<file path="config.mk">
export PLATFORM = sky130hd
export DESIGN_NAME = cla_slice_sequencer
export DESIGN_NICKNAME = d
export VERILOG_FILES = /design/src/rtl/cla_slice_sequencer.sv
export SDC_FILE = /design/constraint.sdc
export NUM_CORES = 1
export LEC_CHECK = 0
export CAP_MARGIN = 10
export CELL_PAD_IN_SITES_DETAIL_PLACEMENT = 0
export CELL_PAD_IN_SITES_GLOBAL_PLACEMENT = 2
export CORE_UTILIZATION = 29
export DETAILED_ROUTE_END_ITERATION = 6
export PLACE_DENSITY_LB_ADDON = 0.1
export SYNTH_ARGS = -nofsm -noshare
export SYNTH_HDL_FRONTEND = slang
export SYNTH_SLANG_ARGS = --single-unit
export TNS_END_PERCENT = 100
</file>
<file path="constraint.sdc">
create_clock -name clk -period 2.4 [get_ports clk]
set_input_delay 0.48 -clock clk [delete_from_list [all_inputs] [get_ports clk]]
set_output_delay 0.48 -clock clk [all_outputs]
set_load 0.02 [all_outputs]
</file>
<file path="src/rtl/cla_slice_sequencer.sv">
// Purpose: WIDTH-bit adder built by time-multiplexing one external 4-bit CLA slice, LS nibble first.
// Latency: request accepted at edge k gives rsp_valid from edge k+NSLICE. One request per NSLICE+2 cycles at most.
// Backpressure: req_ready only in IDLE. The response holds in DONE until rsp_ready; no new accept in DONE.
//
// Ports:
//   clk, rst                 clock and synchronous active-high reset
//   req_valid/req_ready      request handshake; req_a, req_b, req_cin are the operands
//   rsp_valid/rsp_ready      response handshake; rsp_sum, rsp_cout, rsp_ovf are the result
//   busy                     high while an operation is in RUN or DONE
//   slice_a/b/cin            nibble operands and carry driven to the shared CLA slice
//   slice_sum/cout           combinational result returned by the CLA slice
module cla_slice_sequencer #(
  parameter  int WIDTH  = 16,
  localparam int NSLICE = WIDTH / 4,
  localparam int IW     = (NSLICE > 1) ? $clog2(NSLICE) : 1
) (
  input  logic             clk,
  input  logic             rst,
  input  logic             req_valid,
  output logic             req_ready,
  input  logic [WIDTH-1:0] req_a,
  input  logic [WIDTH-1:0] req_b,
  input  logic             req_cin,
  output logic             rsp_valid,
  input  logic             rsp_ready,
  output logic [WIDTH-1:0] rsp_sum,
  output logic             rsp_cout,
  output logic             rsp_ovf,
  output logic             busy,
  output logic [3:0]       slice_a,
  output logic [3:0]       slice_b,
  output logic             slice_cin,
  input  logic [3:0]       slice_sum,
  input  logic             slice_cout
);

  typedef enum logic [1:0] {
    IDLE = 2'd0,
    RUN  = 2'd1,
    DONE = 2'd2
  } state_t;

  state_t           state;
  state_t           state_nxt;
  logic [WIDTH-1:0] a_reg;
  logic [WIDTH-1:0] b_reg;
  logic [WIDTH-1:0] sum_reg;
  logic             carry;
  logic [IW-1:0]    idx;
  logic             last_nib;
  logic             accept;

  assign last_nib = (idx == IW'(NSLICE - 1));
  assign accept   = req_valid && req_ready;

  // State register
  always_ff @(posedge clk) begin
    if (rst) begin
      state <= IDLE;
    end else begin
      state <= state_nxt;
    end
  end

  // Next state and outputs
  always_comb begin
    state_nxt = state;
    req_ready = 1'b0;
    rsp_valid = 1'b0;
    rsp_sum   = '0;
    rsp_cout  = 1'b0;
    rsp_ovf   = 1'b0;
    busy      = 1'b0;
    slice_a   = 4'd0;
    slice_b   = 4'd0;
    slice_cin = 1'b0;
    case (state)
      IDLE: begin
        // Held low during reset so nothing upstream believes it was accepted.
        req_ready = !rst;
        if (req_valid && !rst) begin
          state_nxt = RUN;
        end
      end
      RUN: begin
        busy      = 1'b1;
        slice_a   = a_reg[4*idx +: 4];
        slice_b   = b_reg[4*idx +: 4];
        slice_cin = carry;
        if (last_nib) begin
          state_nxt = DONE;
        end
      end
      DONE: begin
        busy      = 1'b1;
        rsp_valid = 1'b1;
        rsp_sum   = sum_reg;
        rsp_cout  = carry;
        // Signed overflow: like-signed operands producing a result of the other sign.
        rsp_ovf   = (a_reg[WIDTH-1] == b_reg[WIDTH-1]) && (sum_reg[WIDTH-1] != a_reg[WIDTH-1]);
        if (rsp_ready) begin
          state_nxt = IDLE;
        end
      end
      default: begin
        state_nxt = IDLE;
      end
    endcase
  end

  // Operand capture and nibble-serial accumulation. The slice carry-out is
  // chained into the next pass purely through the carry register.
  always_ff @(posedge clk) begin
    if (rst) begin
      a_reg   <= '0;
      b_reg   <= '0;
      sum_reg <= '0;
      carry   <= 1'b0;
      idx     <= '0;
    end else begin
      case (state)
        IDLE: begin
          if (accept) begin
            a_reg <= req_a;
            b_reg <= req_b;
            carry <= req_cin;
            idx   <= '0;
          end
        end
        RUN: begin
          sum_reg[4*idx +: 4] <= slice_sum;
          carry               <= slice_cout;
          // Hold on the final nibble so idx never leaves 0..NSLICE-1.
          if (!last_nib) begin
            idx <= idx + 1'b1;
          end
        end
        default: begin
        end
      endcase
    end
  end

endmodule

</file>
==> results of run 1 <==
[report_power, final]
part | switching, mW | leakage [nW] | total [mW] | internal, mW
clock network | 0.293 | 0.0512 | 0.527 | 0.234
registers | 0.0525 | 0.434 | 1.03 | 0.980
logic | 0.356 | 1.29 | 0.691 | 0.335
total | 0.701 | 1.78 | 2.25 | 1.55
[Yosys cell counts (2+ instances only)]
library cell,count
and2_1,29
nand2_1,14
nor2b_1,3
ha_1,10
and3_1,32
inv_1,6
clkbuf_1,10
o32ai_1,2
a21o_1,32
nor2_1,7
a32o_1,6
buf_2,5
dfxtp_1,53
o21ai_0,2
nand4_1,5
a32oi_1,4
mux4_2,5
a21oi_1,7
nand2b_1,2
mux4_1,3
[layer usage]
layer	vias to the layer above	part of all wire	routed length (um)	global-route usage
li1	1071	-	-	-
met3	7	0.050	321	0.0340
met2	51	0.49	3170	0.261
met5	-	0	0	0
met4	0	0.0093	60	0.0336
met1	994	0.45	2880	0.199
[cell families (layout without fill, tap and decap cells)]
group                    after synthesis  after routing  synth area share
AO/OA/AOI/OAI                         59             59             0.174
adder cells (fa/ha/maj)               10             10            0.0486
buffers and inverters                 24             93            0.0447
flip-flops                            53             53             0.412
multiplexers                          10             10            0.0826
AND/OR/NAND/NOR                      101            101             0.238
[final timing paths]
check	slack [ns]	endpoint	cells past startpoint
hold reg to reg	0.45	sum_reg[0]$_SDFFE_PP0P_	2
setup reg to reg	0.45	sum_reg[12]$_SDFFE_PP0P_	6
setup / recovery	0.1	slice_b[3]	4
hold / removal	0.45	sum_reg[0]$_SDFFE_PP0P_	2
[what timing repair did]
| item | in CTS | in global routing |
|---|---|---|
| setup buffers | 0 | 0 |
| hold buffers | 0 | 0 |
| pin swaps | 0 | 1 |
| endpoints found under the setup margin | 28 | 7 |
| resized for setup | 12 | 11 |
| endpoints found under the hold margin | 0 | 0 |
[critical path, delay by kind of cell (launching register included)]
kind | cells | cell delay, ns
DFF | 1 | 0.35
muxes | 1 | 0.54
and+or+nand+nor | 1 | 0.17
buffers and inverters | 2 | 0.46
[through the flow]
stage          utilization  setup slack, ns
2_1_floorplan            -            0.520
3_3_place_gp         0.392            0.153
3_5_place_dp         0.392            0.100
4_1_cts              0.404          0.00636
5_1_grt              0.407          0.00350
6_report             0.407           0.0971
[layout make-up]
cell class                      count  area [sq um]  area share
Inverter                            7          26.3     0.00747
Sequential cell                    53          1060       0.302
Multi-Input combinational cell    180          1420       0.404
Tap cell                          108           135      0.0384
Clock buffer                        6          82.6      0.0235
Timing Repair Buffer               78           774       0.220
Clock inverter                      2          13.8     0.00391
==> flow_summary.toml, run 1 <==
[outcome]
outcome = "completed"

[placement]
gp_congestion = 0.688
hpwl_mm = 4.45
dpl.cell_count = 426
io_buffers = 71
post_dp_cell_area_sq_um = 3380

[synth]
ys.flop_type = "dfxtp_1"
yosys.area.top_type_share = 0.412
ys_types = 40
synth_area_sq_um = 2570
synthArstFlopShare = 0
syn_inst = 257
synth_area_leaders = "dfxtp_1 41%, a21o_1 9.3%, and3_1 7.8%"
synthesis.nets = 309
yosys_warnings = 0
synth_seq_cells = 53
synth_top_cell_by_area = "dfxtp_1"
avgSynthCellArea_sq_um = 10.0
synth_seq_area_share = 0.412
synth-edff-count = 0

[clock_network]
clkTransAtPathRegs_ns = 0.09
insertion_delay_ns = 0.30
cts_root_buffer = "clkbuf_8"
htree_num_levels = 2
cts_tree = "yes"
cts.sinks = 53
cts-buffers-inserted = 5
cts_buffer_depth = 2

[min_path]
min_path_type = "reg -> reg"
hp-start = "sum_reg[0]$_SDFFE_PP0P_"

[layout]
antenna_cells = 0
nFillCells = 893
area_growth_pct = 36.6
final_common_cell = "clkdlybuf4s50_1"
fin_cells = 434
finalNetCount = 377
drive_gt1_frac = 0.0951
final_area_sq_um = 3520
final_cell_mix = "58 x clkdlybuf4s50_1, 52 x dfxtp_1, 32 x and3_1, 32 x a21o_1, 29 x and2_1"

[timing]
fin_crit_sh = 0.960
setup_viol = 0
fin_tns_setup_ns = 0
period_needed_ns = 2.30
drv_slew = 0
worstMarginPinSlew_ns = 0.545
rsz0062_at_grt = "false"
skew_ns = 0.00489
hold_viol = 0
whs_ns = 0.451
fmax_ghz = 0.434
relSlewSlack = 0.636

[floorplan]
fp-row-count = 34
start_util = 0.298
io-pin-count = 72
die_area_sq_um = 9260
core_area_sq_um = 8640
dieHeight_um = 96.2
die_w_um = 96.2

[setup_path]
end_kind = "primary output"
cp_data_required_time_ns = 1.92
startpoint_type = "register"
crit_fanout = 8
critPathArrivalTime_ns = 1.82
reg2reg_from = "idx[0]$_SDFFE_PP0P_"
crit_start = "idx[0]$_SDFFE_PP0P_"
crit_chain = "buf_6 -> mux4_1 -> and2_1 -> dlygate4sd2_1"
critical_path_class = "reg -> out"
worst_path_largest_cell_delay_ns = 0.54
crit_slowest_cell = "mux4_1"

[global_route]
antenna_found_initial = 0
grt-ovfl-total = 0
grt_max_degree = 38
grt_pass1_wl_mm = 10.9
track_usage = 0.154
grt_pass1_vias = 2161

[routing]
first_pass_iters = 4
via_count = 2123
vias_per_cell = 4.89
drcViolationCount = 0
drtAntennaViolNets = 0
wirelength_mm = 6.44
drtIter0Drc = 87
avgRoutedWirePerCell_um = 14.8

[power]
peakVddDrop_uv = 274
powerDensity_nw_per_um2 = 640
total_power_mw = 2.25
p_leak_nw = 1.78

[run]
maxCapViolations = 0
No activity file was read; power rests on OpenSTA's default activity.
==> run 2, diff against run 1 <==
PLACE_DENSITY_LB_ADDON = 0.25   (was 0.1)
RECOVER_POWER = 100   (was default)
==> flow_summary.toml, run 2 (same netlist as run 1, synthesis figures left out) <==
[timing]
relSlewSlack = 0.609
setup_viol = 0
rsz0062_at_grt = "false"
fmax_ghz = 0.432
hold_viol = 0
fin_tns_setup_ns = 0
period_needed_ns = 2.31
skew_ns = 0.00540
layout_setup_ws_ns = 0.0853
fin_crit_sh = 0.964
whs_ns = 0.453
worstMarginPinSlew_ns = 0.587
drv_slew = 0

[setup_path]
critPathArrivalTime_ns = 1.83
reg2reg_slack_ns = 0.24
r2r_cells = 7
cp_data_required_time_ns = 1.92
startpoint_type = "register"
critical_path_class = "reg -> out"
crit_fanout = 14
end_kind = "primary output"

[clock_network]
cts_hold_buf = 0
htree_num_levels = 2
cts.sinks = 53
cts_root_buffer = "clkbuf_8"
cts-buffers-inserted = 5
insertion_delay_ns = 0.30
clkTransAtPathRegs_ns = 0.09
cts_tree = "yes"
cts_buffer_depth = 2

[global_route]
grt_max_degree = 38
grt-ovfl-total = 0
grt_pass1_wl_mm = 10.1
antenna_found_initial = 0
track_usage = 0.144
grt_pass1_vias = 2008

[floorplan]
start_util = 0.298
fp-row-count = 34
die_area_sq_um = 9260
die_w_um = 96.2
dieHeight_um = 96.2
core_area_sq_um = 8640
io-pin-count = 72

[routing]
first_pass_iters = 5
wirelength_mm = 6.23
avgRoutedWirePerCell_um = 14.2
drcViolationCount = 0
drtAntennaViolNets = 0
via_count = 2112
vias_per_cell = 4.82
drtIter0Drc = 71

[layout]
area_growth_pct = 35.9
antenna_cells = 0
drive_gt1_frac = 0.0848
post-route-util = 0.405
final_cell_mix = "58 x clkdlybuf4s50_1, 52 x dfxtp_1, 32 x and3_1, 32 x a21o_1, 20 x and2_1"
finalNetCount = 381
final_common_cell = "clkdlybuf4s50_1"

[min_path]
hold_path_depth = 2
min_path_type = "reg -> reg"

[power]
p_leak_nw = 1.73
total_power_mw = 2.20
powerDensity_nw_per_um2 = 630
peakVddDrop_uv = 295

[placement]
io_buffers = 71
hpwl_mm = 4.29
gp_congestion = 0.716
place_ws_ns = 0.129

[outcome]
outcome = "completed"

[run]
maxCapViolations = 0
## run 2: final timing paths
kind / startpoint / to
max reg2reg: idx[0]$_SDFFE_PP0P_ / sum_reg[14]$_SDFFE_PP0P_
min: sum_reg[0]$_SDFFE_PP0P_ / sum_reg[0]$_SDFFE_PP0P_
max: idx[0]$_SDFFE_PP0P_ / slice_a[1]
min reg2reg: sum_reg[0]$_SDFFE_PP0P_ / sum_reg[0]$_SDFFE_PP0P_
## run 2: final cells by class
cell class,count,area [sq um]
clock buffer,7,76.3
clock inverter,1,7.51
fill,888,5140
inverter,7,26.3
multi-input combinational,180,1400
sequential,53,1060
tap,108,135
timing repair buffer,82,792
## run 2: routing by layer
metal | vias to the layer above | wire length (um) | track usage
met5 | - | 0 | 0
met4 | 0 | 81 | 0.0448
met3 | 8 | 355 | 0.0340
met2 | 59 | 2830 | 0.228
met1 | 972 | 2960 | 0.193
li1 | 1073 | - | -
## run 2: report_power, final
group | total (mW) | internal (mW) | switching, mW
Clock | 0.500 | 0.207 | 0.292
Combinational | 0.677 | 0.326 | 0.351
Sequential | 1.03 | 0.980 | 0.0473
Total | 2.20 | 1.51 | 0.691
## run 2: per-stage QoR
step	cells	instance area, sq um
floorplan	257	2570
global placement	428	3410
detailed placement	428	3410
CTS	436	3500
global route	438	3500
finish	438	3500
## run 2: critical path: stages (launching register included)
cell and delay (ns):
dfxtp_2 0.35, buf_12 0.15, mux4_1 0.54, and2_1 0.18, dlygate4sd2_1 0.32
## run 2: what timing repair did
action | CTS | global route
pin swaps | 0 | 0
gates resized for setup | 10 | 4
endpoints found under the setup margin | 27 | 6
setup buffers | 0 | 2
